--- src/rtl/narnet_stream_driver.sv ---
// narnet_stream_driver: host-side initiator for the NARNet inference core.
// Host samples are queued in a FIFO. Each sample is presented to the core as
// nn_x together with a one-cycle nn_x_ready strobe. The driver then waits for
// nn_out_ready, captures nn_y and returns it on a valid/ready result port.
// Generate mode feeds each prediction back as the next input for gen_count steps.
//
// Optional macro NARNET_DRV_TIMEOUT_EN: a watchdog on WAIT. When it trips, it
// sets a sticky err_timeout and drops the transaction.
//
// Ports:
//   clk, rst          clock, asynchronous active-high reset
//   s_wr_en/s_wr_data host sample write (S8.6 signed), s_full = FIFO full
//   gen_start/gen_count  start closed-loop generation (count 0 = no-op)
//   nn_enable/nn_x/nn_x_ready  core enable, sample, sample strobe
//   nn_y/nn_out_ready core result and result strobe
//   res_data/res_valid/res_ready  result handshake to host
//   busy              FSM not in IDLE
//   err_timeout       sticky watchdog flag (tied 0 without the macro)
module narnet_stream_driver #(
  parameter int unsigned DEPTH   = 16,
  parameter int unsigned TIMEOUT = 255
) (
  input  logic       clk,
  input  logic       rst,
  input  logic       s_wr_en,
  input  logic [7:0] s_wr_data,
  output logic       s_full,
  input  logic       gen_start,
  input  logic [7:0] gen_count,
  output logic       nn_enable,
  output logic [7:0] nn_x,
  output logic       nn_x_ready,
  input  logic [7:0] nn_y,
  input  logic       nn_out_ready,
  output logic [7:0] res_data,
  output logic       res_valid,
  input  logic       res_ready,
  output logic       busy,
  output logic       err_timeout
);

  localparam int unsigned AW = $clog2(DEPTH);
  localparam int unsigned CW = AW + 1;

  // Reject unusable parameterisations at elaboration time
  if ((DEPTH < 2) || ((DEPTH & (DEPTH - 1)) != 0) || (TIMEOUT == 0)) begin : g_bad_params
    $error("narnet_stream_driver: DEPTH must be a power of 2 >= 2 and TIMEOUT >= 1");
  end

  typedef enum logic [1:0] {IDLE, ISSUE, WAIT, HOLD} state_t;

  state_t state, state_nxt;

  // FIFO storage and pointers
  logic [7:0]    mem [DEPTH];
  logic [AW-1:0] wr_ptr, rd_ptr;
  logic [CW-1:0] count, count_nxt;
  logic          fifo_wr, fifo_rd, fifo_empty;

  // Datapath registers and their next values
  logic [7:0] last_y, last_y_nxt;
  logic [7:0] gen_left, gen_left_nxt;
  logic [7:0] nn_x_nxt, res_data_nxt;
  logic       res_valid_nxt;

`ifdef NARNET_DRV_TIMEOUT_EN
  localparam int unsigned WD_RAW = $clog2(TIMEOUT + 1);
  localparam int unsigned WD_W   = (WD_RAW < 8) ? 8 : ((WD_RAW > 16) ? 16 : WD_RAW);
  logic [WD_W-1:0] wd_cnt, wd_nxt;
  logic            err_nxt;
`endif

  // s_full is checked first, so a write while full is dropped even if a pop happens
  assign fifo_wr    = s_wr_en && !s_full;
  assign fifo_empty = (count == '0);
  assign count_nxt  = count + CW'(fifo_wr) - CW'(fifo_rd);

  // FIFO storage (no reset needed; validity is tracked by count)
  always_ff @(posedge clk) begin
    if (fifo_wr) mem[wr_ptr] <= s_wr_data;
  end

  // FIFO pointers, occupancy and registered full flag
  always_ff @(posedge clk or posedge rst) begin
    if (rst) begin
      wr_ptr <= '0;
      rd_ptr <= '0;
      count  <= '0;
      s_full <= 1'b0;
    end else begin
      if (fifo_wr) wr_ptr <= wr_ptr + AW'(1);
      if (fifo_rd) rd_ptr <= rd_ptr + AW'(1);
      count  <= count_nxt;
      s_full <= (count_nxt == CW'(DEPTH));
    end
  end

  // FSM state register
  always_ff @(posedge clk or posedge rst) begin
    if (rst) state <= IDLE;
    else     state <= state_nxt;
  end

  // FSM next-state and datapath next values
  always_comb begin
    state_nxt     = state;
    fifo_rd       = 1'b0;
    nn_x_nxt      = nn_x;
    res_data_nxt  = res_data;
    res_valid_nxt = res_valid;
    last_y_nxt    = last_y;
    gen_left_nxt  = gen_left;
`ifdef NARNET_DRV_TIMEOUT_EN
    wd_nxt        = wd_cnt;
    err_nxt       = err_timeout;
`endif
    case (state)
      IDLE: begin
        // Generation wins over a pending FIFO sample
        if (gen_start && (gen_count != 8'd0)) begin
          gen_left_nxt = gen_count;
          nn_x_nxt     = last_y;
          state_nxt    = ISSUE;
        end else if (!fifo_empty) begin
          fifo_rd   = 1'b1;
          nn_x_nxt  = mem[rd_ptr];
          state_nxt = ISSUE;
        end
      end
      ISSUE: begin
        // Any out_ready seen here belongs to a previous transaction
`ifdef NARNET_DRV_TIMEOUT_EN
        wd_nxt = '0;
`endif
        state_nxt = WAIT;
      end
      WAIT: begin
        if (nn_out_ready) begin
          res_data_nxt  = nn_y;
          last_y_nxt    = nn_y;
          res_valid_nxt = 1'b1;
          state_nxt     = HOLD;
        end
`ifdef NARNET_DRV_TIMEOUT_EN
        else if (wd_cnt >= WD_W'(TIMEOUT - 1)) begin
          // Watchdog expiry: abandon the transaction and any remaining generation
          err_nxt      = 1'b1;
          gen_left_nxt = 8'd0;
          state_nxt    = IDLE;
        end else begin
          wd_nxt = wd_cnt + WD_W'(1);
        end
`endif
      end
      HOLD: begin
        if (res_valid && res_ready) begin
          res_valid_nxt = 1'b0;
          if (gen_left != 8'd0) begin
            gen_left_nxt = gen_left - 8'd1;
            if (gen_left != 8'd1) begin
              nn_x_nxt  = last_y;
              state_nxt = ISSUE;
            end else begin
              state_nxt = IDLE;
            end
          end else begin
            state_nxt = IDLE;
          end
        end
      end
      default: state_nxt = IDLE;
    endcase
  end

  // Registered outputs and datapath
  always_ff @(posedge clk or posedge rst) begin
    if (rst) begin
      nn_enable  <= 1'b0;
      nn_x       <= 8'd0;
      nn_x_ready <= 1'b0;
      res_data   <= 8'd0;
      res_valid  <= 1'b0;
      busy       <= 1'b0;
      last_y     <= 8'd0;
      gen_left   <= 8'd0;
    end else begin
      nn_enable  <= 1'b1;
      nn_x       <= nn_x_nxt;
      nn_x_ready <= (state_nxt == ISSUE);
      res_data   <= res_data_nxt;
      res_valid  <= res_valid_nxt;
      busy       <= (state_nxt != IDLE);
      last_y     <= last_y_nxt;
      gen_left   <= gen_left_nxt;
    end
  end

`ifdef NARNET_DRV_TIMEOUT_EN
  // Watchdog counter and sticky error flag
  always_ff @(posedge clk or posedge rst) begin
    if (rst) begin
      wd_cnt      <= '0;
      err_timeout <= 1'b0;
    end else begin
      wd_cnt      <= wd_nxt;
      err_timeout <= err_nxt;
    end
  end
`else
  assign err_timeout = 1'b0;
`endif

endmodule

--- config.mk ---
export PLATFORM = sky130hd
export DESIGN_NAME = narnet_stream_driver
export DESIGN_NICKNAME = d
export VERILOG_FILES = /design/src/rtl/narnet_stream_driver.sv
export SDC_FILE = /design/constraint.sdc
export NUM_CORES = 1
export LEC_CHECK = 0
export CORE_MARGIN = 1.5
export CORE_UTILIZATION = 30
export CTS_BUF_LIST = sky130_fd_sc_hd__clkbuf_16
export DETAILED_ROUTE_END_ITERATION = 7
export SLEW_MARGIN = 5
export SYNTH_ARGS = -nofsm -noshare
export SYNTH_HDL_FRONTEND = slang
export SYNTH_SLANG_ARGS = --single-unit
--- constraint.sdc ---
create_clock -name clk -period 2.9 [get_ports clk]
set_input_delay 0.58 -clock clk [delete_from_list [all_inputs] [get_ports clk]]
set_output_delay 0.58 -clock clk [all_outputs]
set_load 0.01 [all_outputs]
==> summary.md, run 1 <==
| Metric | Value |
|---|---|
| Crit Path Max Fanout | 2 |
| Async S/R FF share, synth | 25.6% |
| Initial antenna violation count | 0 |
| Vias/cell | 4.71 |
| Post-DP HPWL | 10100 um |
| Net Count, Synth | 473 |
| Initial Utilization | 30.5% |
| Final wirelength | 15000 um |
| Tightest Hold Check Type | in2async |
| Post-Syn Instances | 429 |
| Area of the die | 0.0247 mm2 |
| CP dominant cell by count | ha_1 |
| Largest net degree at the start of global routing | 36 |
| Fin. max-slew vios | 0 |
| Critical Path End | s_full |
| DRT Pass-1 Iters | 4 |
| Critical Path AT | 3.33 ns |
| Hold_buf cts | 0 |
| Top delay family on crit path | simple AND/OR/NAND/NOR gates |
| Sequential fraction of the synthesis area | 69.4% |
| Fin. Hold Viols | 0 |
| R2r worst-path depth | 14 |
| Critical Path Source Type | flip-flop |
| Launch point of the worst path | count[2] |
| VDD IR-drop max | 0.404 mV |
| Distinct cells, synth | 46 |
| Period minus WS final | 3.01 ns |
| N_diodes | 0 |
| Cell accounting for the most synthesized area | edfxtp_1 |
| Placer Congestion | 0.731 |
| Leakage | 3.02 nW |
| Die height | 157 um |
| Average footprint of a synthesized cell | 16.6 um2 |
| Later-pin clock latency in the skew report | 0.42 ns |
| PwrDens | 978 mW/mm2 |
| Reg-to-reg startpoint | count[2] |
| Width of the die | 157 um |
| R2r setup slk | -0.11 ns |
| H-tree Lvls | 4 |
| Vias in the first global route | 4126 |
| Met2 Resource Use GR | 23.2% |
| Critical path class | reg2reg |
| Share of cells above drive strength 1 | 20.6% |
| CTS clock-pin slew for the worst setup and hold paths | 0.06 ns |
| Overflow left after global routing | 0 |
| Top FF cell, synth | edfxtp_1 |
| Clk sinks | 172 |
| Drt wl/cell | 18.0 um |
| Worst path required time | 3.22 ns |
| Worst-Margin Slew | 0.774 ns |
| Largest cells by area after synthesis | edfxtp_1 54%, dfrtp_1 15%, mux4_2 10%, ha_1 2.3%, a22oi_1 1.8% |
| Clock root buffer | clkbuf_16 |
| Final Cycle Share | 104% |
| Critical path depth in cells | 14 |
| CTS Buf Count | 17 |
| First-pass GRT wire length | 23400 um |
| Core Rows | 56 |
| Peak-usage layer in the global routing report | met2 |
| All-Layer GR Usage | 12.9% |
| DRT iter0 DRCs | 288 |
| Top cell type's share of synthesized area | 53.9% |
| Failing checks | setup timing |
| Layout Skew | 0.00726 ns |
| DRC violations left | 0 |
| CTS tree | built |
| DR vias | 3926 |
| EDFF count, synth | 128 |
| Status | complete, but fails checks |
| IO Count | 52 |
| Core area | 0.0234 mm2 |
| Critical path buffers and inverters | 2 |
| Port Buffers | 50 |
| Worst setup slack after layout | -0.107 ns |
| CP max stage delay | 0.46 ns |
| Syn. warnings | 0 |
| Most instantiated library cell after synthesis | edfxtp_1 |
| RSZ-0062 raised after global routing | true |
| Flops & latches, synth | 172 |
| Finished Layout Cells | 833 |
| Fmax | 0.333 GHz |
| Layout Utilization | 37.2% |
| Met3 GRT Util | 2.45% |
| Pre-CTS WS | -0.675 ns |
| Final setup viols | 1 |
| Maxcap violations | 0 |
| Syn Std Cell Area | 0.00713 mm2 |
| Max clock buf depth | 2 |
| Total Negative Setup Slacks | -0.107 ns |
| Synth-to-layout area growth | 22.2% |
| Antenna Nets Post-Route | 0 |
| Critical path's slowest cell | or4b_4 |
| GR Util met1 | 15.4% |
| Slew margin rel. | 48.3% |
| Post-synth top cells | 128 x edfxtp_1, 44 x dfrtp_1, 32 x mux4_2 |
| Nets | 545 |
| Crit-path cells | inv_2, ha_1, or4b_4, and2_4, nor3b_4, ha_1, inv_1, ha_2, fa_2, a21oi_2, o21bai_1, xnor2_1, nand2b_1, nor4_2 |
| Worst R2R End | s_full |
| Placed cells | 797 |
| Critical Path End Type | flip-flop |
-- flip-flops by register name (all words and copies together) (netlist names), 2 cells and up --
signal    count
nn_x          8
gen_left      8
count         5
wr_ptr        4
mem         128
rd_ptr        4
state         2
last_y        8
-- layout make-up --
class                           count  area, um2
Fill cell                        2188      14700
Clock buffer                       17        425
Multi-Input combinational cell    224       2060
Tap cell                          319        399
Inverter                           11       41.3
Clock inverter                     15        145
Sequential cell                   172       4950
Timing Repair Buffer               75        701
-- power breakdown --
group / switching, W / internal (W)
logic: 0.00148 / 0.00144
clock network: 0.000862 / 0.00133
registers: 0.000271 / 0.00315
-- how the worst min path moves through the flow --
| stage | from | end | slack [ns] | cells after the start |
|---|---|---|---|---|
| 2_1_floorplan | wr_ptr[3] | wr_ptr[3] | 0.49 | 1 |
| 3_3_place_gp | nn_x[7] | nn_x[7] | 0.49 | 1 |
| 3_5_place_dp | res_valid | res_valid | 0.50 | 2 |
| 4_1_cts | rst | gen_left[0] | 0.40 | 2 |
| 5_1_grt | rst | gen_left[0] | 0.42 | 2 |
| 6_report | rst | gen_left[0] | 0.40 | 2 |
-- what timing repair did --
item | in CTS | in global routing
gates cloned | 0 | 0
buffers inserted | 2 | 2
endpoints found under the setup margin | 2 | 3
pin swaps | 1 | 0
gates resized for setup | 4 | 2
-- stage by stage --
stage,power [W],area (um2),hold slack [ns]
6_report,0.00853,8710,0.405
5_1_grt,0.00899,8710,0.418
4_1_cts,0.00858,8690,0.399
3_5_place_dp,0.00632,8100,0.500
3_3_place_gp,0.00618,8100,0.493
2_1_floorplan,0.00525,7140,0.493
-- per-layer routing --
layer	vias up	share of wire, %
li1	1803	-
met1	2037	40
met2	73	55
met3	13	3.4
met4	0	1.6
met5	-	0
-- placed cells by master, fill, tap and decap left out, types with 12 or more instances in the layout --
cell type        instances
a21oi_1                 16
a22oi_1                 17
and2_1                  18
buf_4                   24
clkbuf_16               17
clkdlybuf4s50_1         50
dfrtp_1                 43
edfxtp_1               128
ha_1                    12
inv_1                   14
mux4_2                  32
nand2_1                 20
nor2_1                  18
o21ai_0                 17
o22a_1                  13
-- logic make-up (layout without fill, tap and decap cells) --
kind of cell | count (synthesis) | after routing | synth area share [%]
flops | 172 | 172 | 69.4
simple gates | 85 | 85 | 6.46
compound gates | 72 | 72 | 6.65
mux | 41 | 41 | 11.5
buf+inv | 33 | 118 | 2.09
fa+ha+maj | 14 | 14 | 2.56
xor+xnor | 10 | 10 | 1.23
other cells | 2 | 2 | 0.105
No activity file was read; power rests on OpenSTA's default activity.
==> run 2: changes to the inputs <==
GPL_ROUTABILITY_DRIVEN = 0   (was not set)
REMOVE_ABC_BUFFERS = 1   (was not set)
==> run 2 against run 1 <==
Net effect:
- the run still ends with setup timing left
- global-route usage fell by 1.2 points
- clock-buffer cell count did not move
- register-to-register slack barely moved
- clock skew rose by 0.0016 ns
- via count fell by 2.4%
- combinational power fell by 7.9%
- setup slack got worse by 0.013 ns
- first-iteration DRC count fell by 9.0%
- largest cell class unchanged
- largest power group unchanged
- highest routed layer unchanged
==> summary.md, run 2 (synthesis gave the netlist of run 1 again) <==
| Metric | Value |
|---|---|
| DRC violations left | 0 (unchanged) |
| Width of the die | 157 um (unchanged) |
| Synth-to-layout area growth | 21.5% |
| Failing checks | setup timing |
| Fin. max-slew vios | 0 (unchanged) |
| R2r worst-path depth | 14 (unchanged) |
| Crit-path cells | inv_2, ha_1, or4b_4, and2_4, nor3b_2, ha_1, inv_1, ha_2, fa_2, a21oi_2, o21bai_1, xnor2_1, nand2b_1, nor4_2 |
| Worst path required time | 3.23 ns (about the same) |
| Clock root buffer | clkbuf_16 |
| Worst-Margin Slew | 0.909 ns (+0.135 ns) |
| IO Count | 52 (unchanged) |
| Later-pin clock latency in the skew report | 0.43 ns (about the same) |
| Comb power frac | 32.0% (-2.2 points) |
| N_diodes | 0 (unchanged) |
| Hold path depth | 2 |
| Leakage | 2.97 nW (-1.7%) |
| Overflow left after global routing | 0 (unchanged) |
| Critical path class | reg2reg |
| Power after layout | 0.00842 W (-1.2%) |
| Tightest Hold Check Type | reg2reg |
| CP max stage delay | 0.46 ns (about the same) |
| PwrDens | 972 mW/mm2 (-0.63%) |
| Slew margin rel. | 39.3% (-9.0 points) |
| Post-DP HPWL | 9500 um (-6.1%) |
| VDD IR-drop max | 0.425 mV (+5.1%) |
| First-pass GRT wire length | 21600 um (-7.6%) |
| Clock group share of total power | 26.5% (+0.8 points) |
| Sw Ratio | 31.9% (+1.3 points) |
| Fmax | 0.331 GHz (-0.44%) |
| Die height | 157 um (unchanged) |
| Port Buffers | 50 (unchanged) |
| Core area | 0.0234 mm2 (unchanged) |
| Seq pwr share | 41.5% (+1.4 points) |
| Crit Path Max Fanout | 2 (unchanged) |
| CTS clock-pin slew for the worst setup and hold paths | 0.07 ns (about the same) |
| Vias/cell | 4.64 (-1.6%) |
| CTS Buf Count | 17 (unchanged) |
| Nets | 538 (-1.3%) |
| All-Layer GR Usage | 11.7% (-1.2 points) |
| Final Cycle Share | 104% (+0.46 points) |
| Critical path's slowest cell | or4b_4 |
| Initial antenna violation count | 0 (unchanged) |
| Period minus WS final | 3.02 ns (+0.0133 ns) |
| # fillers | 2210 (+1.0%) |
| Clk sinks | 172 (unchanged) |
| Share of cells above drive strength 1 | 21.1% (+0.48 points) |
| RSZ-0062 raised after global routing | true |
| Int Power | 0.00573 W (-3.1%) |
| Final setup viols | 1 (unchanged) |
| DRT Pass-1 Iters | 4 (unchanged) |
| Hold_buf cts | 0 (unchanged) |
| DRT iter0 DRCs | 262 (-9.0%) |
| P_sw | 0.00269 W (+2.9%) |
| Register with the most flip-flops | mem |
| Maxcap violations | 0 (unchanged) |
| Fin. Hold Viols | 0 (unchanged) |
| Critical Path Source Type | flip-flop |
| Critical Path End Type | flip-flop |
| Worst setup slack after layout | -0.120 ns (-0.0133 ns) |
| Layout Utilization | 37.0% (-0.23 points) |
| CTS tree | built |
| Antenna Nets Post-Route | 0 (unchanged) |
| DR vias | 3831 (-2.4%) |
| Most common cell after layout, fill and taps aside | edfxtp_1 |
| Drt wl/cell | 16.6 um (-7.9%) |
| Core Rows | 56 (unchanged) |
| Vias in the first global route | 3988 (-3.3%) |
| Largest register FFs | 128 (unchanged) |
| H-tree Lvls | 4 (unchanged) |
| Initial Utilization | 30.5% (unchanged) |
| Status | complete, but fails checks |
| Area of the die | 0.0247 mm2 (unchanged) |
| Final wirelength | 13700 um (-8.7%) |
| Largest net degree at the start of global routing | 45 (+25%) |
| Critical Path AT | 3.35 ns (+0.02 ns) |
| CP dominant cell by count | ha_1 |
| Layout Skew | 0.00889 ns (+0.00163 ns) |
| Commonest non-fill, non-tap cells in the layout | 128 x edfxtp_1, 50 x clkdlybuf4s50_1, 43 x dfrtp_1 |
| Max clock buf depth | 2 (unchanged) |
## run 2: path summary, 6_finish.rpt
path | slack (ns) | start | end
max | -0.12 | count[3] | s_full
min | 0.51 | res_valid | res_valid
max reg2reg | -0.12 | count[3] | s_full
min reg2reg | 0.51 | res_valid | res_valid
max in group asynchronous | 1.61 | rst | rd_ptr[0]
min in group asynchronous | 0.66 | rst | gen_left[3]
## run 2: area by class of cell
type	instances	area, um2	area share (%)
clock buffers	17	425	4.91
multi-input cells	224	2050	23.7
inverters	11	41.3	0.477
well taps	319	399	4.61
clock inverters	15	150	1.73
repair buffers	68	648	7.48
flip-flops and latches	172	4950	57.1
## run 2: power by group through the flow
| stage | clock network [W] | logic [W] | registers, W |
|---|---|---|---|
| floorplan | 0 | 0.00155 | 0.00361 |
| global placement | 0 | 0.00259 | 0.00352 |
| detailed placement | 0 | 0.00266 | 0.00355 |
| CTS | 0.00228 | 0.00271 | 0.00350 |
| global route | 0.00238 | 0.00295 | 0.00356 |
| finish | 0.00223 | 0.00269 | 0.00349 |
## run 2: routing by layer
metal / vias up / wire length [um] / GRT usage [%]
met2: 91 / 6470 / 19.1
met3: 20 / 648 / 3.30
li1: 1789 / - / -
met4: 0 / 223 / 4.85
met1: 1931 / 6360 / 14.8
met5: - / 0 / 0
## run 2: metrics by stage
step | TNS (ns) | hold WS, ns | instance area [um2] | setup slack (ns) | cells
floorplan | -0.165 | 0.493 | 7020 | -0.165 | 407
global placement | -0.718 | 0.484 | 8050 | -0.412 | 792
detailed placement | -1.33 | 0.498 | 8050 | -0.622 | 792
CTS | -0.168 | 0.513 | 8640 | -0.168 | 824
global route | -0.308 | 0.538 | 8660 | -0.308 | 826
finish | -0.120 | 0.509 | 8660 | -0.120 | 826
## run 2: timing repair
action | in CTS | in global routing
endpoints found under the setup margin | 2 | 2
setup buffers | 0 | 2
gates resized for setup | 6 | 0
pin swaps | 1 | 0
## run 2: critical path: cells and delay by family, from the launching register on
kind	cells	cell delay, ns
compound gates	2	0.20
xor+xnor	1	0.21
simple gates	5	1.05
buf+inv	2	0.11
fa+ha+maj	4	0.93
flops	1	0.40
